<file path="config.mk">
export PLATFORM = sky130hd
export DESIGN_NAME = rx_bit_timer
export DESIGN_NICKNAME = d
export VERILOG_FILES = /design/src/rtl/rx_bit_timer.sv
export SDC_FILE = /design/constraint.sdc
export NUM_CORES = 1
export LEC_CHECK = 0
export CAP_MARGIN = 20
export CORE_MARGIN = 2
export CORE_UTILIZATION = 48
export DETAILED_ROUTE_END_ITERATION = 10
export GPL_TIMING_DRIVEN = 0
export PLACE_DENSITY = 0.7
export SETUP_SLACK_MARGIN = 0.3
export SYNTH_ARGS = -nofsm -noshare
export SYNTH_HDL_FRONTEND = slang
export SYNTH_SLANG_ARGS = --single-unit
</file>
<file path="constraint.sdc">
create_clock -name clk -period 6.1 [get_ports clk]
set_input_delay 1.22 -clock clk [delete_from_list [all_inputs] [get_ports clk]]
set_output_delay 1.22 -clock clk [all_outputs]
set_load 0.05 [all_outputs]
</file>
<file path="src/rtl/rx_bit_timer.sv">
// Bit timer for the UART receive path: per-bit sample strobes and end-of-packet
// pulse for 5-9 data bits, optional parity and 1 or 2 stop bits, programmable period.
module rx_bit_timer #(
  parameter int unsigned CNT_WIDTH  = 14,
  parameter bit          MID_SAMPLE = 1'b0
) (
  input  logic                 clk,
  input  logic                 n_rst,
  input  logic                 enable_timer,
  input  logic [CNT_WIDTH-1:0] bit_period,
  input  logic [3:0]           data_bits,
  input  logic                 parity_en,
  input  logic                 two_stop,
  output logic                 shift_strobe,
  output logic                 parity_strobe,
  output logic                 stop_strobe,
  output logic                 packet_done,
  output logic [3:0]           bit_index,
  output logic                 timer_busy,
  output logic                 config_error
);

  // One extra counter bit so P + floor(P/2) never wraps.
  localparam int unsigned CW = CNT_WIDTH + 1;
  localparam int unsigned IW = 4;
  localparam logic [CNT_WIDTH-1:0] P_MIN = CNT_WIDTH'(2);

  typedef enum logic [1:0] {IDLE, RUN, DONE, ERR} state_t;

  state_t               state, state_nxt;
  logic [CW-1:0]        cnt, cnt_nxt;
  logic [CNT_WIDTH-1:0] period_q, period_nxt;
  logic [IW-1:0]        dbits_q, dbits_nxt;
  logic [IW-1:0]        total_q, total_nxt;
  logic                 par_q, par_nxt;
  logic                 first_q, first_nxt;

  logic                 shift_nxt, par_s_nxt, stop_nxt, done_nxt, busy_nxt, cerr_nxt;
  logic [IW-1:0]        idx_nxt;
  logic [CW-1:0]        half_period, first_target, target;

  // The first strobe lands after F = P (+ floor(P/2) when sampling mid-bit).
  assign half_period  = MID_SAMPLE ? CW'(period_q >> 1) : '0;
  assign first_target = CW'(period_q) + half_period;
  assign target       = first_q ? first_target : CW'(period_q);

  always_ff @(posedge clk or negedge n_rst) begin
    if (!n_rst) begin
      state         <= IDLE;
      cnt           <= '0;
      period_q      <= '0;
      dbits_q       <= '0;
      total_q       <= '0;
      par_q         <= 1'b0;
      first_q       <= 1'b0;
      shift_strobe  <= 1'b0;
      parity_strobe <= 1'b0;
      stop_strobe   <= 1'b0;
      packet_done   <= 1'b0;
      bit_index     <= '0;
      timer_busy    <= 1'b0;
      config_error  <= 1'b0;
    end else begin
      state         <= state_nxt;
      cnt           <= cnt_nxt;
      period_q      <= period_nxt;
      dbits_q       <= dbits_nxt;
      total_q       <= total_nxt;
      par_q         <= par_nxt;
      first_q       <= first_nxt;
      shift_strobe  <= shift_nxt;
      parity_strobe <= par_s_nxt;
      stop_strobe   <= stop_nxt;
      packet_done   <= done_nxt;
      bit_index     <= idx_nxt;
      timer_busy    <= busy_nxt;
      config_error  <= cerr_nxt;
    end
  end

  always_comb begin
    state_nxt  = state;
    cnt_nxt    = cnt;
    period_nxt = period_q;
    dbits_nxt  = dbits_q;
    total_nxt  = total_q;
    par_nxt    = par_q;
    first_nxt  = first_q;
    shift_nxt  = 1'b0;
    par_s_nxt  = 1'b0;
    stop_nxt   = 1'b0;
    done_nxt   = 1'b0;
    busy_nxt   = 1'b0;
    idx_nxt    = bit_index;
    cerr_nxt   = config_error;

    unique case (state)
      IDLE: begin
        cnt_nxt = '0;
        idx_nxt = '0;
        if (enable_timer) begin
          period_nxt = bit_period;
          dbits_nxt  = data_bits;
          par_nxt    = parity_en;
          total_nxt  = IW'(data_bits + {3'b000, parity_en} + 4'd1 + {3'b000, two_stop});
          if ((bit_period < P_MIN) || (data_bits < 4'd5) || (data_bits > 4'd9)) begin
            state_nxt = ERR;
            cerr_nxt  = 1'b1;
          end else begin
            state_nxt = RUN;
            cnt_nxt   = CW'(1);
            first_nxt = 1'b1;
            busy_nxt  = 1'b1;
            cerr_nxt  = 1'b0;
          end
        end
      end

      RUN: begin
        if (!enable_timer) begin
          state_nxt = IDLE;
          cnt_nxt   = '0;
          idx_nxt   = '0;
        end else if (packet_done) begin
          state_nxt = DONE;
          cnt_nxt   = '0;
          idx_nxt   = bit_index + 4'd1;
        end else begin
          busy_nxt = 1'b1;
          if (shift_strobe) begin
            cnt_nxt = CW'(1);
            idx_nxt = bit_index + 4'd1;
          end else begin
            cnt_nxt = cnt + CW'(1);
          end
          // Strobes are at least two cycles apart, so bit_index is current here.
          if (cnt_nxt == target) begin
            shift_nxt = 1'b1;
            first_nxt = 1'b0;
            par_s_nxt = par_q && (bit_index == dbits_q);
            stop_nxt  = (bit_index >= IW'(dbits_q + {3'b000, par_q}));
            done_nxt  = (bit_index == IW'(total_q - 4'd1));
          end
        end
      end

      DONE: begin
        if (!enable_timer) begin
          state_nxt = IDLE;
          idx_nxt   = '0;
        end
      end

      ERR: begin
        if (!enable_timer) state_nxt = IDLE;
      end

      default: state_nxt = IDLE;
    endcase
  end

endmodule

</file>
==> results.md <==
- Leaving out fill and tap cells, the most frequent cells in the layout are sky130_fd_sc_hd__dfrtp_1, sky130_fd_sc_hd__o21ai_0, sky130_fd_sc_hd__clkdlybuf4s50_1.
- The per-instance average area after synthesis is 9.46 µm².
- For this run, the leading register cell type out of synthesis is sky130_fd_sc_hd__dfrtp_1.
- In the synthesized netlist, the number of instances is 320.
- The detailed router put a total of 3340 µm of wire on met1.
- The final critical path takes up 52.4% of the cycle.
- The count of H-tree levels built during CTS is 2.
- The antenna cell count is 0.
- Counting distinct cell types in the post-synthesis netlist gives 47.
- In this run the deepest clock path goes through 2 buffers.
- The highest metal layer carrying signal wires in the routed design is met4.
- During placement, the flow inserted port buffers numbering 32.
- The share of synthesized cell area in full adder, half adder and majority cells is 5.62%.
- The worst setup path is launched from an input pin.
- The post-synthesis net count is 356.
- The post-detailed-placement half-perimeter wirelength is 5040 µm.
- The leading cell type in the layout, fill and taps excluded is sky130_fd_sc_hd__dfrtp_1.
- The overall routing resource usage is 20.5%.
- Counting flops with an async set or reset pin after synthesis yields a share of 100%.
- The element type at the critical path end is a flip-flop.
- After Yosys synthesis, and, or, nand and nor cells account for 18.3% of the synthesized area.
- The number of iterations in the first detailed-routing pass is 4.
- The clock tree from TritonCTS is built.
- The initial antenna violation count came to 0.
- Summing the sequential cell areas from Yosys gives 41.3% of the chip area.
- The share of cells above drive strength 1 is 11.9%.
- The number of max-slew violations in the final report is 0.
- Setup repair after global routing left no endpoint under its margin.
- The run finished with clean final reports.
- Hold repair after CTS inserted 0 buffers.
- The DRC violations left is 0.
- The floorplan has 28 rows.
- The number of global-route vias before repair is 2,397.
- Global routing finished with a remaining overflow of 0.
- The combined flip-flop and latch cell area is 1250 µm².
- The post-synthesis register bit count is 50.
- For this design the top-level I/O count stands at 33.
- The final hold violation count is 0.
- The number of cells on the worst reg-to-reg path is 7.
- The worst path needs 3.20 ns of the cycle, external delays included.
- The final clock skew is 0.0168 ns.
- The achievable frequency is 0.313 GHz.
- The pin count of the biggest net entering global routing is 33.
- The total of max-cap violations is 0.
- The number of sinks driven by the clock tree is 50.
- The core outline area is 5990 µm².
- The die area is 6960 µm².
- In this run the power density over the cells is 224 nW/µm².
- The die outline height is 83.4 µm.
- STA puts the critical path data arrival time at 3.39 ns.
- Measured against its own limit, the worst slew margin works out to 53.4%.
- Of the total synthesized cell area, the portion taken by XOR and XNOR cells is 8.10%.
- The compound-cell area share of the yosys netlist is 14.3%.
- The maximum fanout count along the critical path is 10.
- The synthesized design contains 0 enable-type register cells.
- The vias after detailed routing is 2,486.
- The post-detailed-routing wire length is 6680 µm.
- Across the VDD grid, the largest voltage drop is 132 µV.
- The slew at the pin with the worst max-slew slack is 0.697 ns.
- The routed wire length on met3 is 345 µm.
- The average wire length per cell after detail routing is 15.3 µm.
- The synthesis-to-layout area growth is 17.3%.
- The first global-routing pass estimated 11,600 µm of wire.
- The routed wire length on met2 is 2920 µm.
- The post-route antenna net violation count is 0.
- Setup violations remaining at the end of the flow were counted as 0.
- In the routed layout, each cell is associated on average with a via count of 5.69.
- The initial utilization of the core area, before any placement, comes to 50.5%.
- By startpoint and endpoint, the worst setup path is classified as in2reg.
- The cell sitting at the root of the clock tree is a sky130_fd_sc_hd__clkbuf_8.
- After clock tree synthesis, the clock-pin slew on the worst setup and hold paths is 0.10 ns.
- Data on the critical path is required at its endpoint by 6.29 ns.
- Post-CTS timing repair inserted 0 buffers for setup.
- The tightest min-delay check is of the reg2reg type.
- The first routing iteration left 151 violations.
- The final-stage net count is 397.
- The leakage power figure is 1.46 nW.
- Measured against the total synthesized area, the mux share comes to 7.98%.
- After synthesis, the largest family of logic cells by area is simple AND/OR/NAND/NOR gates.
- In this run, CTS created clock tree buffers numbering 5.
- The clock latency on the worst-skew pair is 0.31 ns.
- Cells fill 59.3% of the core in the end.
- The number of cells upsized or downsized after cts is 0.
- The sum of negative setup slack is 0 ns.
- Counting instances, the worst hold path has a depth of 1.
- The congestion estimate from routability-driven global placement came to 0.814.
- The count of filler cells inserted in the layout is 515.
- The footprint of the multi-input gates is 1640 µm².
- The cell area that synthesis handed to floorplanning was 3030 µm².
- Yosys printed 0 warnings.
- The floorplan step set the die width to 83.4 µm.
## flip-flops by register name, indices dropped and copies added (netlist names)
| register | cells |
|---|---|
| par_q | 1 |
| parity_strobe | 1 |
| period_q | 14 |
| total_q | 4 |
| state | 2 |
| packet_done | 1 |
| stop_strobe | 1 |
| cnt | 15 |
| bit_index | 4 |
| dbits_q | 4 |
| shift_strobe | 1 |
| timer_busy | 1 |
| config_error | 1 |
## worst max-delay path: stages
cell                              delay [ns]
sky130_fd_sc_hd__clkdlybuf4s50_1        0.55
sky130_fd_sc_hd__nor3b_1                0.61
sky130_fd_sc_hd__clkbuf_1               0.59
sky130_fd_sc_hd__mux2_2                 0.41
## cells by family (layout without fill, tap and decap cells)
| kind of cell | after synthesis | after routing |
|---|---|---|
| compound gates | 73 | 73 |
| xor+xnor | 28 | 28 |
| fa+ha+maj | 13 | 13 |
| buf+inv | 29 | 71 |
| flops | 50 | 50 |
| mux | 22 | 22 |
| simple gates | 105 | 105 |
## cell usage after synthesis (3+ instances only)
| cell | number | share of area (%) |
|---|---|---|
| sky130_fd_sc_hd__xor2_1 | 14 | 4.1 |
| sky130_fd_sc_hd__a21o_1 | 3 | 0.74 |
| sky130_fd_sc_hd__nor3b_1 | 3 | 0.74 |
| sky130_fd_sc_hd__buf_2 | 5 | 0.83 |
| sky130_fd_sc_hd__mux2_2 | 17 | 6.3 |
| sky130_fd_sc_hd__clkbuf_1 | 7 | 0.87 |
| sky130_fd_sc_hd__dfrtp_1 | 50 | 41 |
| sky130_fd_sc_hd__nor2b_1 | 4 | 0.83 |
| sky130_fd_sc_hd__nand3_1 | 7 | 1.2 |
| sky130_fd_sc_hd__or3_1 | 6 | 1.2 |
| sky130_fd_sc_hd__mux2i_1 | 5 | 1.7 |
| sky130_fd_sc_hd__o21ai_0 | 37 | 6.1 |
| sky130_fd_sc_hd__a21oi_1 | 10 | 1.7 |
| sky130_fd_sc_hd__inv_1 | 13 | 1.6 |
| sky130_fd_sc_hd__ha_1 | 12 | 5.0 |
| sky130_fd_sc_hd__nor3_1 | 9 | 1.5 |
| sky130_fd_sc_hd__o31ai_1 | 8 | 2.0 |
| sky130_fd_sc_hd__nand2_1 | 27 | 3.3 |
| sky130_fd_sc_hd__or4_1 | 3 | 0.74 |
| sky130_fd_sc_hd__nand4_1 | 8 | 1.7 |
| sky130_fd_sc_hd__xnor2_1 | 14 | 4.1 |
| sky130_fd_sc_hd__a31oi_1 | 4 | 0.83 |
| sky130_fd_sc_hd__nor2_1 | 21 | 2.6 |
| sky130_fd_sc_hd__nor4_1 | 6 | 1.2 |
## through the flow
stage	setup WS [ns]	hold WS (ns)	instances	area, µm²	power, mW
3_3_place_gp	2.32	0.475	427	3440	0.595
2_1_floorplan	3.46	0.470	320	3030	0.538
6_report	2.90	0.512	437	3550	0.794
3_5_place_dp	2.60	0.489	428	3460	0.604
5_1_grt	2.76	0.536	437	3550	0.850
4_1_cts	2.92	0.513	436	3550	0.801
## per-layer routing
| metal | vias to the layer above | global-route usage [%] |
|---|---|---|
| li1 | 1227 | - |
| met1 | 1175 | 30.1 |
| met2 | 72 | 31.6 |
| met3 | 12 | 3.08 |
| met4 | 0 | 5.22 |
| met5 | - | 0 |
## layout make-up
cell class	count	area share (%)
Multi-Input combinational cell	241	46.2
Buffer	15	2.29
Inverter	14	1.48
Tap cell	75	2.64
Clock buffer	5	1.94
Timing Repair Buffer	34	9.58
Sequential cell	50	35.2
Clock inverter	3	0.599
## final timing paths
path                                    from             to  slack, ns
worst min register to register  config_error   config_error       0.51
worst max-delay path            enable_timer    period_q[7]       2.90
max in group asynchronous              n_rst     total_q[0]       4.72
min in group asynchronous              n_rst       state[0]       0.84
worst max register to register        cnt[0]  parity_strobe       3.41
worst min-delay path            config_error   config_error       0.51
## where the power goes
group / switching, mW / total [mW] / internal (mW)
sequential: 0.0348 / 0.405 / 0.370
clock: 0.116 / 0.196 / 0.0808
combinational: 0.0951 / 0.192 / 0.0974
Note: power is estimated with default switching activity, not from simulation.
